<file path="src/rtl/pipe_pkg.sv">
// Shared definitions for the instruction fetch path.
package pipe_pkg;

  localparam logic [31:0] NOP_INSTR        = 32'h0000_0013;
  localparam logic [31:0] DEFAULT_RESET_PC = 32'h0000_0000;

  typedef enum logic [1:0] {
    F_REQ  = 2'd0,
    F_WAIT = 2'd1,
    F_DROP = 2'd2
  } fetch_state_t;

  typedef struct packed {
    logic [31:0] pc;
    logic [31:0] instr;
  } fetch_entry_t;

endpackage

</file>
<file path="src/rtl/fetch_buf.sv">
// Two-entry {pc, instr} FIFO between instruction memory and decode.
// Used only when fetch_unit is built with FETCH_BUF_EN.
module fetch_buf
  import pipe_pkg::*;
#(
  parameter logic [31:0] RESET_PC = DEFAULT_RESET_PC
) (
  input  logic         clk,
  input  logic         rst,
  input  logic         flush,
  input  logic         push,
  input  fetch_entry_t push_data,
  input  logic         pop,
  output fetch_entry_t head,
  output logic [1:0]   count
);

  fetch_entry_t mem [2];
  logic         wr_ptr;
  logic         rd_ptr;
  logic         do_push;
  logic         do_pop;

  assign do_push = push && (count != 2'd2);
  assign do_pop  = pop && (count != 2'd0);
  assign head    = mem[rd_ptr];

  // Pointer, occupancy and storage update; flush drops all entries at once.
  always_ff @(posedge clk or posedge rst) begin
    if (rst) begin
      wr_ptr <= 1'b0;
      rd_ptr <= 1'b0;
      count  <= 2'd0;
      for (int i = 0; i < 2; i++) begin
        mem[i] <= '{pc: RESET_PC, instr: NOP_INSTR};
      end
    end else if (flush) begin
      wr_ptr <= 1'b0;
      rd_ptr <= 1'b0;
      count  <= 2'd0;
    end else begin
      if (do_push) begin
        mem[wr_ptr] <= push_data;
        wr_ptr      <= ~wr_ptr;
      end
      if (do_pop) begin
        rd_ptr <= ~rd_ptr;
      end
      case ({do_push, do_pop})
        2'b10:   count <= count + 2'd1;
        2'b01:   count <= count - 2'd1;
        default: count <= count;
      endcase
    end
  end

endmodule

</file>
<file path="src/rtl/fetch_unit.sv">
// Instruction fetch unit: one outstanding request, redirect flush, stall hold.
// Define FETCH_BUF_EN to place a 2-entry FIFO (fetch_buf) in front of decode;
// otherwise a single output register holds the presented instruction.
//
// state  | meaning
// F_REQ  | request may be issued (when capture room exists)
// F_WAIT | request accepted, waiting for imem_rvalid
// F_DROP | request was flushed by redirect, discard its response
module fetch_unit #(
  parameter logic [31:0] RESET_PC = pipe_pkg::DEFAULT_RESET_PC
) (
  input  logic        clk,
  input  logic        rst,
  output logic        imem_req,
  output logic [31:0] imem_addr,
  input  logic        imem_ready,
  input  logic        imem_rvalid,
  input  logic [31:0] imem_rdata,
  input  logic        stall_in,
  input  logic        redirect_en,
  input  logic [31:0] redirect_pc,
  output logic [31:0] instr_out,
  output logic [31:0] pc_out,
  output logic        instr_valid
);
  import pipe_pkg::*;

  fetch_state_t state;
  logic [31:0]  pc;
  logic         room;
  logic         present;
  logic         consume;
  logic         hs;
  logic         capture;

  // Reset gates the request so nothing is offered to memory while rst is high.
  assign imem_addr = pc;
  assign imem_req  = !rst && (state == F_REQ) && room;
  assign hs        = imem_req && imem_ready;
  assign capture   = (state == F_WAIT) && imem_rvalid && !redirect_en;
  assign consume   = present && !stall_in;

`ifdef FETCH_BUF_EN
  fetch_entry_t head;
  fetch_entry_t push_data;
  logic [1:0]   count;
  logic         outstanding;

  assign outstanding = (state == F_WAIT);
  assign room        = (({1'b0, count} + {2'b00, outstanding}) < 3'd2);
  assign present     = (count != 2'd0);
  assign push_data   = '{pc: pc, instr: imem_rdata};

  fetch_buf #(.RESET_PC(RESET_PC)) u_fetch_buf (
    .clk       (clk),
    .rst       (rst),
    .flush     (redirect_en),
    .push      (capture),
    .push_data (push_data),
    .pop       (consume),
    .head      (head),
    .count     (count)
  );

  assign instr_valid = present;
  assign instr_out   = present ? head.instr : NOP_INSTR;
  assign pc_out      = head.pc;
`else
  logic [31:0] instr_q;
  logic [31:0] pc_q;
  logic        valid_q;

  assign present     = valid_q;
  assign room        = !valid_q || consume;
  assign instr_valid = valid_q;
  assign instr_out   = instr_q;
  assign pc_out      = pc_q;

  // Output register: flush on redirect, load on capture, clear on consume.
  always_ff @(posedge clk or posedge rst) begin
    if (rst) begin
      instr_q <= NOP_INSTR;
      pc_q    <= RESET_PC;
      valid_q <= 1'b0;
    end else if (redirect_en) begin
      instr_q <= NOP_INSTR;
      valid_q <= 1'b0;
    end else if (capture) begin
      instr_q <= imem_rdata;
      pc_q    <= pc;
      valid_q <= 1'b1;
    end else if (consume) begin
      instr_q <= NOP_INSTR;
      valid_q <= 1'b0;
    end
  end
`endif

  // Fetch FSM and PC. A redirect whose stale response is still in flight
  // (accepted now, or waiting without rvalid this cycle) must go to F_DROP.
  always_ff @(posedge clk or posedge rst) begin
    if (rst) begin
      state <= F_REQ;
      pc    <= RESET_PC;
    end else if (redirect_en) begin
      pc <= redirect_pc;
      if (hs || ((state == F_WAIT) && !imem_rvalid) ||
          ((state == F_DROP) && !imem_rvalid)) begin
        state <= F_DROP;
      end else begin
        state <= F_REQ;
      end
    end else begin
      case (state)
        F_REQ: begin
          if (hs) state <= F_WAIT;
        end
        F_WAIT: begin
          if (imem_rvalid) begin
            state <= F_REQ;
            pc    <= pc + 32'd4;
          end
        end
        F_DROP: begin
          if (imem_rvalid) state <= F_REQ;
        end
        default: state <= F_REQ;
      endcase
    end
  end

endmodule

</file>
<file path="config.mk">
export PLATFORM = sky130hd
export DESIGN_NAME = fetch_unit
export DESIGN_NICKNAME = d
export VERILOG_FILES = /design/src/rtl/pipe_pkg.sv /design/src/rtl/fetch_buf.sv /design/src/rtl/fetch_unit.sv
export SDC_FILE = /design/constraint.sdc
export NUM_CORES = 1
export LEC_CHECK = 0
export CORE_AREA = 2 2 83 165
export CTS_CLUSTER_SIZE = 40
export DETAILED_ROUTE_END_ITERATION = 8
export DIE_AREA = 0 0 85 167
export DONT_BUFFER_PORTS = 1
export PLACE_DENSITY_LB_ADDON = 0.05
export SYNTH_ARGS = -nofsm -noshare
export SYNTH_HDL_FRONTEND = slang
export SYNTH_SLANG_ARGS = --single-unit
export TNS_END_PERCENT = 100
</file>
<file path="constraint.sdc">
create_clock -name clk -period 2.8 [get_ports clk]
set_input_delay 0.14 -clock clk [delete_from_list [all_inputs] [get_ports clk]]
set_output_delay 0.14 -clock clk [all_outputs]
set_load 0.005 [all_outputs]
</file>
# Yosys cells after proc, flatten, opt, wreduce, memory -nomap -nowiden
# Index checks and enable logic that the tools add are counted.
[totals] ff_bits=99 in_bits=70 out_inout_bits=98 elab_cells=49
[op_classes] add_sub_neg=1 n_eq_ne=4 n_mux=14 n_bitwise=1 n_reduce_logical=24
[op_table] cell="$mux W32" count=6
[op_table] cell="$add A32 B3 Y32 const B" count=1
[op_table] cell="$logic_and A1 B1 Y1" count=8
[op_table] cell="$mux W2" count=4
[op_table] cell="$reduce_and A2 Y1" count=3
[op_table] cell="$logic_not A1 Y1" count=5
[op_table] cell="$pmux W2 S2" count=1
[op_table] cell="$reduce_bool A2 Y1" count=2
[op_table] cell="$logic_or A1 B1 Y1" count=3
[op_table] cell="$mux W1" count=3
[op_table] cell="$ne A3 B1 Y1 const B" count=1
[op_table] cell="$ne A3 B3 Y1 const B" count=1
[op_table] cell="$reduce_bool A3 Y1" count=1
[op_table] cell="$eq A2 B1 Y1 const B" count=1
[op_table] cell="$eq A2 B2 Y1 const B" count=1
[op_table] cell="$logic_not A2 Y1" count=1
[op_table] cell="$reduce_or A2 Y1" count=1
[op_table] cell="$not A1 Y1" count=1

# Depth between registers and ports, before layout
# Gate-level depths: netlist of the first run.
[depth] ltp_word=9 depth_mapped=8 ltp_nobuf=6

# Worst setup path before layout of the first run
# OpenSTA, ideal clock, no wires.
[synth_timing] path_kind="input -> register" startpoint="in rst" endpoint="reg state[1]" setup_ns=0.133 arrival_time_ns=2.901 t_required_ns=2.667 slack_ns=-0.234 stages=4 path_buffers=0 path_cell_list="inv_1 nand4_1 a21oi_1 o31ai_1"
[synth_between] elab_chain_len=8 word_cells_on_any_way=10 cone_classes="1 x eq/ne; 2 x mux; 7 x reduce/logical"
[synth_rtl] element="from (decl)" line_no="fetch_unit.sv:13" source="input logic rst,"
[synth_rtl] element="$logic_not A1 Y1 (no line) *"
[synth_rtl] element="$logic_and A1 B1 Y1 * (2 in series)" line_no="fetch_unit.sv:38" source="assign imem_req = !rst && (state == F_REQ) && room;"
[synth_rtl] element="$logic_and A1 B1 Y1 *" line_no="fetch_unit.sv:39" source="assign hs = imem_req && imem_ready;"
[synth_rtl] element="$logic_or A1 B1 Y1 (2 in series)" line_no="fetch_unit.sv:107" source="if (hs || ((state == F_WAIT) && !imem_rvalid) ||"
[synth_rtl] element="$mux W2" line_no="fetch_unit.sv:107"
[synth_rtl] element="$mux W2" line_no="fetch_unit.sv:105" source="end else if (redirect_en) begin"
[synth_rtl] element="to (signal assigned)" line_no="fetch_unit.sv:103" source="state <= F_REQ;"
[synth_rtl] element="to (signal assigned)" line_no="fetch_unit.sv:109" source="state <= F_DROP;"
[synth_rtl] element="to (signal assigned)" line_no="fetch_unit.sv:111" source="state <= F_REQ;"
[synth_rtl] element="to (decl)" line_no="fetch_unit.sv:28" source="fetch_state_t state;"
# Mark *: on every way between the ends. The rest lies on a longest branch, timed or not.
# A chain may end at the register's enable or synchronous reset.

# Worst setup path after layout of the first run
[layout_timing] startpoint="reg state[1]" endpoint="reg pc[19], in the netlist imem_addr[19]"
[layout_between] elab_chain_len=3
[layout_rtl] element="$eq A2 B1 Y1" line_no="fetch_unit.sv:114" source="case (state)"
[layout_rtl] element="$reduce_bool A2 Y1 (no line)"
[layout_rtl] element="$reduce_and A2 Y1 (no line)"
[layout_rtl] element="to (signal assigned)" line_no="fetch_unit.sv:106" source="pc <= redirect_pc;"
[layout_rtl] element="to (signal assigned)" line_no="fetch_unit.sv:121" source="pc <= pc + 32'd4;"
[layout_rtl] element="to (decl)" line_no="fetch_unit.sv:29" source="logic [31:0] pc;"
# Every way passes these cells.

==> results of run 1 <==
==> flip-flops by register name, indices dropped and copies added, names as in the netlist <==
signal,flops
instr_valid,1
pc_out,32
imem_addr,32
state,2
instr_out,32
==> critical path: stages, from the launching register on <==
cell,delay (ns)
sky130_fd_sc_hd__dfrtp_1,0.39
sky130_fd_sc_hd__inv_1,0.11
sky130_fd_sc_hd__ha_1,0.28
sky130_fd_sc_hd__nand4_4,0.17
sky130_fd_sc_hd__or4_1,0.64
sky130_fd_sc_hd__or3_2,0.48
sky130_fd_sc_hd__a31oi_1,0.18
==> path summary, 6_finish.rpt <==
path	endpoint	slack, ns	depth (start not counted)
max	imem_addr[19]	0.47	6
min in group asynchronous	instr_valid	0.46	3
max reg2reg	imem_addr[19]	0.47	6
max in group asynchronous	pc_out[29]	1.74	3
min reg2reg	pc_out[19]	0.50	2
min	imem_addr[2]	-0.005	2
==> metrics by stage <==
stage	instance area (µm²)	setup WS [ns]	hold slack, ns	power, W	instances
after CTS	5600	0.4720	0.0001391	0.003863	669
after floorplan	4428	0.4005	0.2599	0.002290	452
after detailed placement	4623	0.4876	0.2101	0.002474	587
after global placement	4623	0.5544	0.2097	0.002460	587
after global routing	5600	0.2860	0.0002614	0.004037	669
final	5600	0.4691	-0.004535	0.003799	669
==> layout by cell type, fill, tap and decap left out, drive strengths merged, types with 13 or more instances in the layout <==
master         n
dlygate4sd3   65
o21ai         24
nor2          21
nand2        117
clkbuf        13
nand3         14
nand4         13
dfrtp         96
a22o          29
a31oi         15
==> cell type report <==
type / count / area share [%]
Sequential cell: 99 / 44.30
Clock buffer: 13 / 4.647
Clock inverter: 3 / 0.8266
Tap cell: 152 / 3.396
Multi-Input combinational cell: 315 / 32.19
Inverter: 10 / 0.7373
Timing Repair Buffer: 77 / 13.90
==> timing repair <==
item / in CTS / in global routing
hold buffers: 66 / 0
resized for setup: 0 / 0
endpoints found under the hold margin: 163 / 0
==> power by group through the flow <==
stage          Sequential [W]  Clock, W  Combinational [W]
5_1_grt               0.00202   0.00138           0.000633
6_report              0.00198   0.00128           0.000538
3_3_place_gp          0.00202         0           0.000443
4_1_cts               0.00199   0.00132           0.000548
2_1_floorplan         0.00192         0           0.000366
3_5_place_dp          0.00202         0           0.000459
==> layer usage <==
metal | vias to the layer above | GRT usage, %
met5 | - | 0
met4 | 0 | 6.418
met3 | 19 | 5.600
met2 | 141 | 32.17
met1 | 1768 | 20.59
li1 | 1716 | -
==> cells by family (layout without fill, tap and decap cells) <==
group,Yosys count,count (layout),share of synthesized area (%)
adder cells (fa/ha/maj),4,4,1.131
flip-flops,99,99,56.08
XOR/XNOR,10,10,1.980
AO/OA/AOI/OAI,90,90,14.31
buffers and inverters,38,103,3.450
multiplexers,3,3,0.7353
AND/OR/NAND/NOR,208,208,22.31
==> results, run 1 <==
- The required time of the worst setup path is just over 3 ns.
- Between clock sinks in the finished design, the worst skew comes to just under 0.01 ns.
- The synthesis-to-finish area growth is 26.58%.
- Setup violations remaining at the end of the flow were counted as 0.
- Synthesis produced a netlist with a net count of approximately 530.
- The overall track demand over capacity in global routing is between 10% and 20%.
- The maximum level of the CTS H-tree is 3.
- The flow ran to the end, but the final reports show violations.
- Wire segments on met3 add up to a little over 800 µm in the final route.
- Across the VDD grid, the largest voltage drop is roughly 0.41 mV.
- In this run the clock root is driven by a sky130_fd_sc_hd__clkbuf_16.
- Cells fill around 43% of the core in the end.
- The number of pins with negative max-slew slack in the final report is 0.
- The portion of the post-synthesis area used by sequential elements is 56.08%.
- Setup repair after global routing left no endpoint under its margin.
- Summed over all nets, the switching power comes to between 0.001 and 0.0015 W.
- The die outline area is roughly 14000 µm².
- The routed design uses ~6900 µm of met2 wire.
- The height of the chip is ~170 µm.
- The final hold violation count is 1.
- After layout, the worst path uses 83.25% of the clock period.
- The startpoint of the worst register-to-register path is state[1].
- The total half-perimeter wirelength after legalization and detailed placement is between 8000 and 9000 µm.
- The number of antenna violations at the first check in global routing is 0.
- Clock-pin slew was measured on the worst setup and hold paths at 0.07 ns.
- The floorplan row count is a little under 60.
- The number of enable-type register cells in the synthesized netlist is 0.
- The TritonCTS clock tree is done.
- At the end of routability-driven placement, the weighted congestion stood at 0.8006.
- The number of maximum-capacitance constraint violations is 0.
- Along the worst path, the maximum fanout reaches 7.
- The initial utilization of the core area, before any placement, comes to between 30% and 40%.
- The worst setup path is launched from a register.
- For this run, asynchronously set or reset flops after synthesis account for between 90% and 100%.
- The highest layer used for signal routing is met4.
- Ranked by instance count, the synthesized netlist is headed by sky130_fd_sc_hd__nand2_1 (117), sky130_fd_sc_hd__dfrtp_1 (96), sky130_fd_sc_hd__a22o_1 (29).
- The leading cell type by number of instances after synthesis is sky130_fd_sc_hd__nand2_1.
- The number of violations reported at the end of detailed-routing iteration 0 is about 130.
- The wire length of the first global-routing pass is 20400 µm.
- Across all hold checks on the routed design, the worst slack comes to -0.004535 ns.
- Counting the fill cells in the layout gives 1263.
- The critical path class is reg2reg.
- The average wire per cell in the routed design is 19.12 µm.
- The number of nets in the layout is just under 600.
- The most used flip-flop cell after synthesis is sky130_fd_sc_hd__dfrtp_1.
- The transition time at the pin with the least slew margin is between 0.7 and 0.8 ns.
- STA classifies the critical path endpoint as a register.
- The post-synthesis area per instance is about 9.8 µm².
- The largest net degree at the start of global routing is 59.
- The internal power of the cells is between 0.002 and 0.003 W.
- The part of the total power dissipated in sequential elements is a little over half.
- Of the post-synthesis cell area, the dominant cell type holds approximately 54%.
- The register bit count reported by yosys is approximately 100.
- Summed over all instances, the cell type with the most area after synthesis is sky130_fd_sc_hd__dfrtp_1.
- The number of global-route vias before repair was roughly 3800.
- The unique cell type count in the Yosys netlist is 46.
- No sink is reached through more buffers than the 2 on the longest clock path.
- For this block, the routed nets add up to between 10000 and 15000 µm of wire.
- The detailed-route via count is between 3000 and 4000.
- The worst hold path begins at redirect_pc[2].
- The footprint of the multi-input gates is about 1800 µm².
- In this run, the clock network consumes about 34% of the power.
- Timing would allow up to approximately 0.43 GHz.
- The number of CTS-inserted buffers is 9.
- Summed over all cells, the static leakage comes to around 2.4 nW.
- The first-pass iteration count of the detailed router is 4.
- Cells with a size suffix above 1 make up under 10% of the layout.
- The proportion of power drawn by combinational gates is 14.2%.
- The register area is around 2500 µm².
- The switching share of power is 29.04%.
- Summed over all layers, the global routing overflow is 0.
- The path class of the tightest hold or removal check is in2reg.
- Synthesis produced a netlist whose cell count is ~450.
- The remaining antenna violation count is 0.
- For this design the ratio of total power to cell area is a little under 700 nW/µm².
- The worst pin sits at a relative slew slack of 49.39%.
- The checks that failed: negative hold slack.
- Data on the critical path arrives at its endpoint at roughly 2.6 ns.
- The number of DRC violations after detailed routing is 0.
- The antenna diode count is 0.
- In this run the cell area of the synthesized design comes to ~4400 µm².
- For this design the top-level I/O count stands at around 170.
- Sorting the synthesized cells by area gives the leading types as sky130_fd_sc_hd__dfrtp_1 (54%), sky130_fd_sc_hd__nand2_1 (9.9%), sky130_fd_sc_hd__a22o_1 (5.7%), sky130_fd_sc_hd__o21ai_0 (2.7%), sky130_fd_sc_hd__a31oi_1 (2.1%).
- The core region is approximately 13000 µm².
- The final sum of negative setup slack is 0 ns.
- The critical path starts at state[1].
- The count of buffers added on input and output ports is 0.
- The number of setup buffers added after CTS is 0.
- After detailed routing, the wire length on met1 is 4797 µm.
- The clock sink total is 99.
- During synthesis, Yosys emitted a total of 0 warnings.
- From left edge to right edge, the die measures 85 µm.
- The clock insertion delay at the later pin of the skew report is 0.34 ns.
- The vias per cell is around 5.4.
- The smallest clock period supported by the final layout is computed as ~2.3 ns.
Note: power is estimated with default switching activity, not from simulation.
==> run 2, diff against run 1 <==
==> constraint.sdc (replaced) <==
create_clock -name clk -period 2 [get_ports clk]
set_input_delay 0.1 -clock clk [delete_from_list [all_inputs] [get_ports clk]]
set_output_delay 0.1 -clock clk [all_outputs]
set_load 0.005 [all_outputs]
==> run 2 against run 1 <==
Critical path depth unchanged. Clock power increased by 40%. The flow now finishes without violations. Utilization increased by 3.4 points. Largest power group unchanged. Critical endpoint unchanged. Die area unchanged. Cell area increased by 7.9%. Via count increased by 3.2%. Flip-flop and latch count unchanged.
==> results, run 2 (same netlist as run 1, synthesis figures left out) <==
- The final instance area is approximately 6000 µm².
- The number of nets in the layout is between 600 and 700.
- The number of global-route vias before repair was 3906.
- Data on the critical path is required at its endpoint by between 2 and 2.5 ns.
- The TritonCTS clock tree is done.
- Across the VDD grid, the largest voltage drop is just under 0.5 mV.
- The synthesis-to-finish area growth is 36.54%.
- The worst endpoint data arrival time is about 2.2 ns.
- The worst register-to-register path has a setup slack of ~0.056 ns.
- The number of violations reported at the end of detailed-routing iteration 0 is about 220.
- Hold timing on the final database bottoms out at a slack of between 0.05 and 0.06 ns.
- The largest net degree at the start of global routing is a little over 100.
- The maximum buffer depth of the clock tree is 2.
- The number of pins with negative max-slew slack in the final report is 0.
- The endpoint kind of the worst setup timing path is a register.
- The power density normalized to cell area is approximately 900 nW/µm².
- In the layout the commonest cells are sky130_fd_sc_hd__nand2_1 (116), sky130_fd_sc_hd__dfrtp_1 (96), sky130_fd_sc_hd__dlygate4sd3_1 (67), sky130_fd_sc_hd__buf_4 (50), sky130_fd_sc_hd__a22o_1 (29).
- The timing endpoint of the critical path is imem_addr[19].
- Of the available clock period, the critical path in the final layout requires between 90% and 100%.
- The height of the chip is 167 µm.
- The remaining antenna violation count is 0.
- The buffer cell driving the clock tree root is sky130_fd_sc_hd__clkbuf_16.
- The endpoint identified for the worst register-to-register timing path is imem_addr[19].
- Measured against its own limit, the worst slew margin works out to ~62%.
- The first detailed-routing pass took 4 iterations.
- Setup violations remaining at the end of the flow were counted as 0.
- The wire length of the first global-routing pass is roughly 21000 µm.
- The number of primary I/O pins is between 150 and 200.
- The run finished with clean final reports.
- CTS saw 99 sinks.
- The post-route netlist has roughly 18% of its cells at a drive strength greater than 1.
- The total area inside the core boundary comes to around 13000 µm².
- Buffers inserted during clock tree synthesis total 9.
- The number of antenna violations at the first check in global routing came to 0.
- The count of cells along the worst register-to-register path is 6.
- Setup repair after global routing could not meet its margin everywhere.
- The floorplan has 59 rows.
- The congestion estimate from routability-driven global placement came to slightly above 0.8.
- The number of DRC violations after detailed routing is 0.
- The detailed-route via count is 3762.
- After clock tree synthesis, the clock-pin slew on the worst setup and hold paths is approximately 0.070 ns.
- The leakage power is 2.700 nW.
- In this run the worst setup path begins at state[1].
- The startpoint class of the critical path is a register.
- The total wire length after detailed routing is around 13000 µm.
- The number of placed instances, taps included, is between 600 and 700.
- The overall track demand over capacity in global routing is 19.19%.
- The maximum net fanout on the critical path is 7.
- The smallest clock period supported by the final layout is computed as between 1.5 and 2 ns.
- The tightest min-delay check is of the in2reg type.
- Summing all flip-flop and latch instances after layout gives 2481 µm².
- The most common cell after layout, fill and taps aside is sky130_fd_sc_hd__nand2_1.
- The vias per cell is 5.247.
- The transition time at the pin with the least slew margin is around 0.56 ns.
- The final hold violation count was 0.
- The clock insertion delay at the later pin of the skew report is ~0.35 ns.
- The footprint of the multi-input gates is roughly 1800 µm².
- The total half-perimeter wirelength after legalization and detailed placement is about 9300 µm.
- The leftover overflow at the end of global routing is 0.
- The post-placement cell area is approximately 5000 µm².
- For this run, the number of standard cells in the final layout without fillers is between 700 and 800.
- The critical path class is reg2reg.
- The antenna diode count is 0.
- The floorplan step defined a die boundary enclosing around 14000 µm².
- The initial core utilization is roughly a third.
- In the final routed layout, each cell accounts on average for 18.40 µm.
- Clock skew on the completed layout was measured at ~0.011 ns.
- The overall die width is ~85 µm.
- During placement, the flow inserted port buffers numbering 0.
- The H-tree generated during clock tree synthesis spans 3 levels.
- The highest clock frequency the design can meet is 0.5144 GHz.
- The startpoint of the worst register-to-register path is state[1].
- Counting the fill cells in the layout gives approximately 1200.
- The number of maximum-capacitance constraint violations is 0.
[run 2: worst min path at each step]
| stage | start | endpoint | slack [ns] | depth (start not counted) |
|---|---|---|---|---|
| after floorplan | redirect_pc[16] | imem_addr[16] | 0.22 | 2 |
| after global placement | redirect_en | instr_valid | 0.17 | 1 |
| after detailed placement | redirect_en | instr_valid | 0.17 | 1 |
| after CTS | redirect_en | imem_addr[2] | 0.005 | 2 |
| after global routing | imem_rvalid | state[1] | 0.05 | 3 |
| final | imem_rvalid | state[1] | 0.05 | 3 |
[run 2: area by class of cell]
| cell class | instances | area share, % |
|---|---|---|
| well taps | 152 | 3.148 |
| clock inverters | 6 | 1.036 |
| clock buffers | 10 | 3.956 |
| repair buffers | 125 | 19.53 |
| multi-input cells | 315 | 30.57 |
| flip-flops and latches | 99 | 41.07 |
| inverters | 10 | 0.6835 |
[run 2: per-layer routing]
layer  global-route usage (%)  share of wire, %  vias to the layer above
li1                         -                 -                     1812
met1                    22.05                38                     1789
met2                    33.97                54                      147
met3                    5.302               6.0                       14
met4                    5.935               1.8                        0
met5                        0                 0                        -
[run 2: timing repair]
item | 4_1_cts | 5_1_grt
endpoints found under the hold margin | 163 | 1
endpoints found under the setup margin | 6 | 21
cloned | 0 | 0
hold buffers | 66 | 2
setup buffers | 0 | 5
gates resized for setup | 2 | 10
pin swaps | 2 | 3
[run 2: critical path, cell delays in order (launching register included)]
cell and delay, ns:
sky130_fd_sc_hd__dfrtp_1 0.40, sky130_fd_sc_hd__inv_2 0.08, sky130_fd_sc_hd__ha_4 0.15, sky130_fd_sc_hd__nand4_4 0.12, sky130_fd_sc_hd__or4_4 0.49, sky130_fd_sc_hd__or3_2 0.46
sky130_fd_sc_hd__a31oi_1 0.17
[run 2: power breakdown]
group | switching [W] | internal, W | leakage [nW]
Sequential | 0.000330 | 0.00239 | 1.26
Clock | 0.000782 | 0.00100 | 0.153
Combinational | 0.000491 | 0.000446 | 1.29
Total | 0.00160 | 0.00384 | 2.70
[run 2: per-stage QoR]
step | setup slack [ns] | setup TNS, ns | power, W | utilization (%)
3_5_place_dp | -0.07614 | -0.2201 | 0.003576 | 38.48
2_1_floorplan | -0.3593 | -0.9587 | 0.003214 | -
6_report | 0.05598 | 0 | 0.005444 | 46.76
3_3_place_gp | -0.02300 | -0.04543 | 0.003554 | 38.48
5_1_grt | -0.03332 | -0.04441 | 0.005786 | 46.76
4_1_cts | 0.008037 | 0 | 0.005504 | 46.06
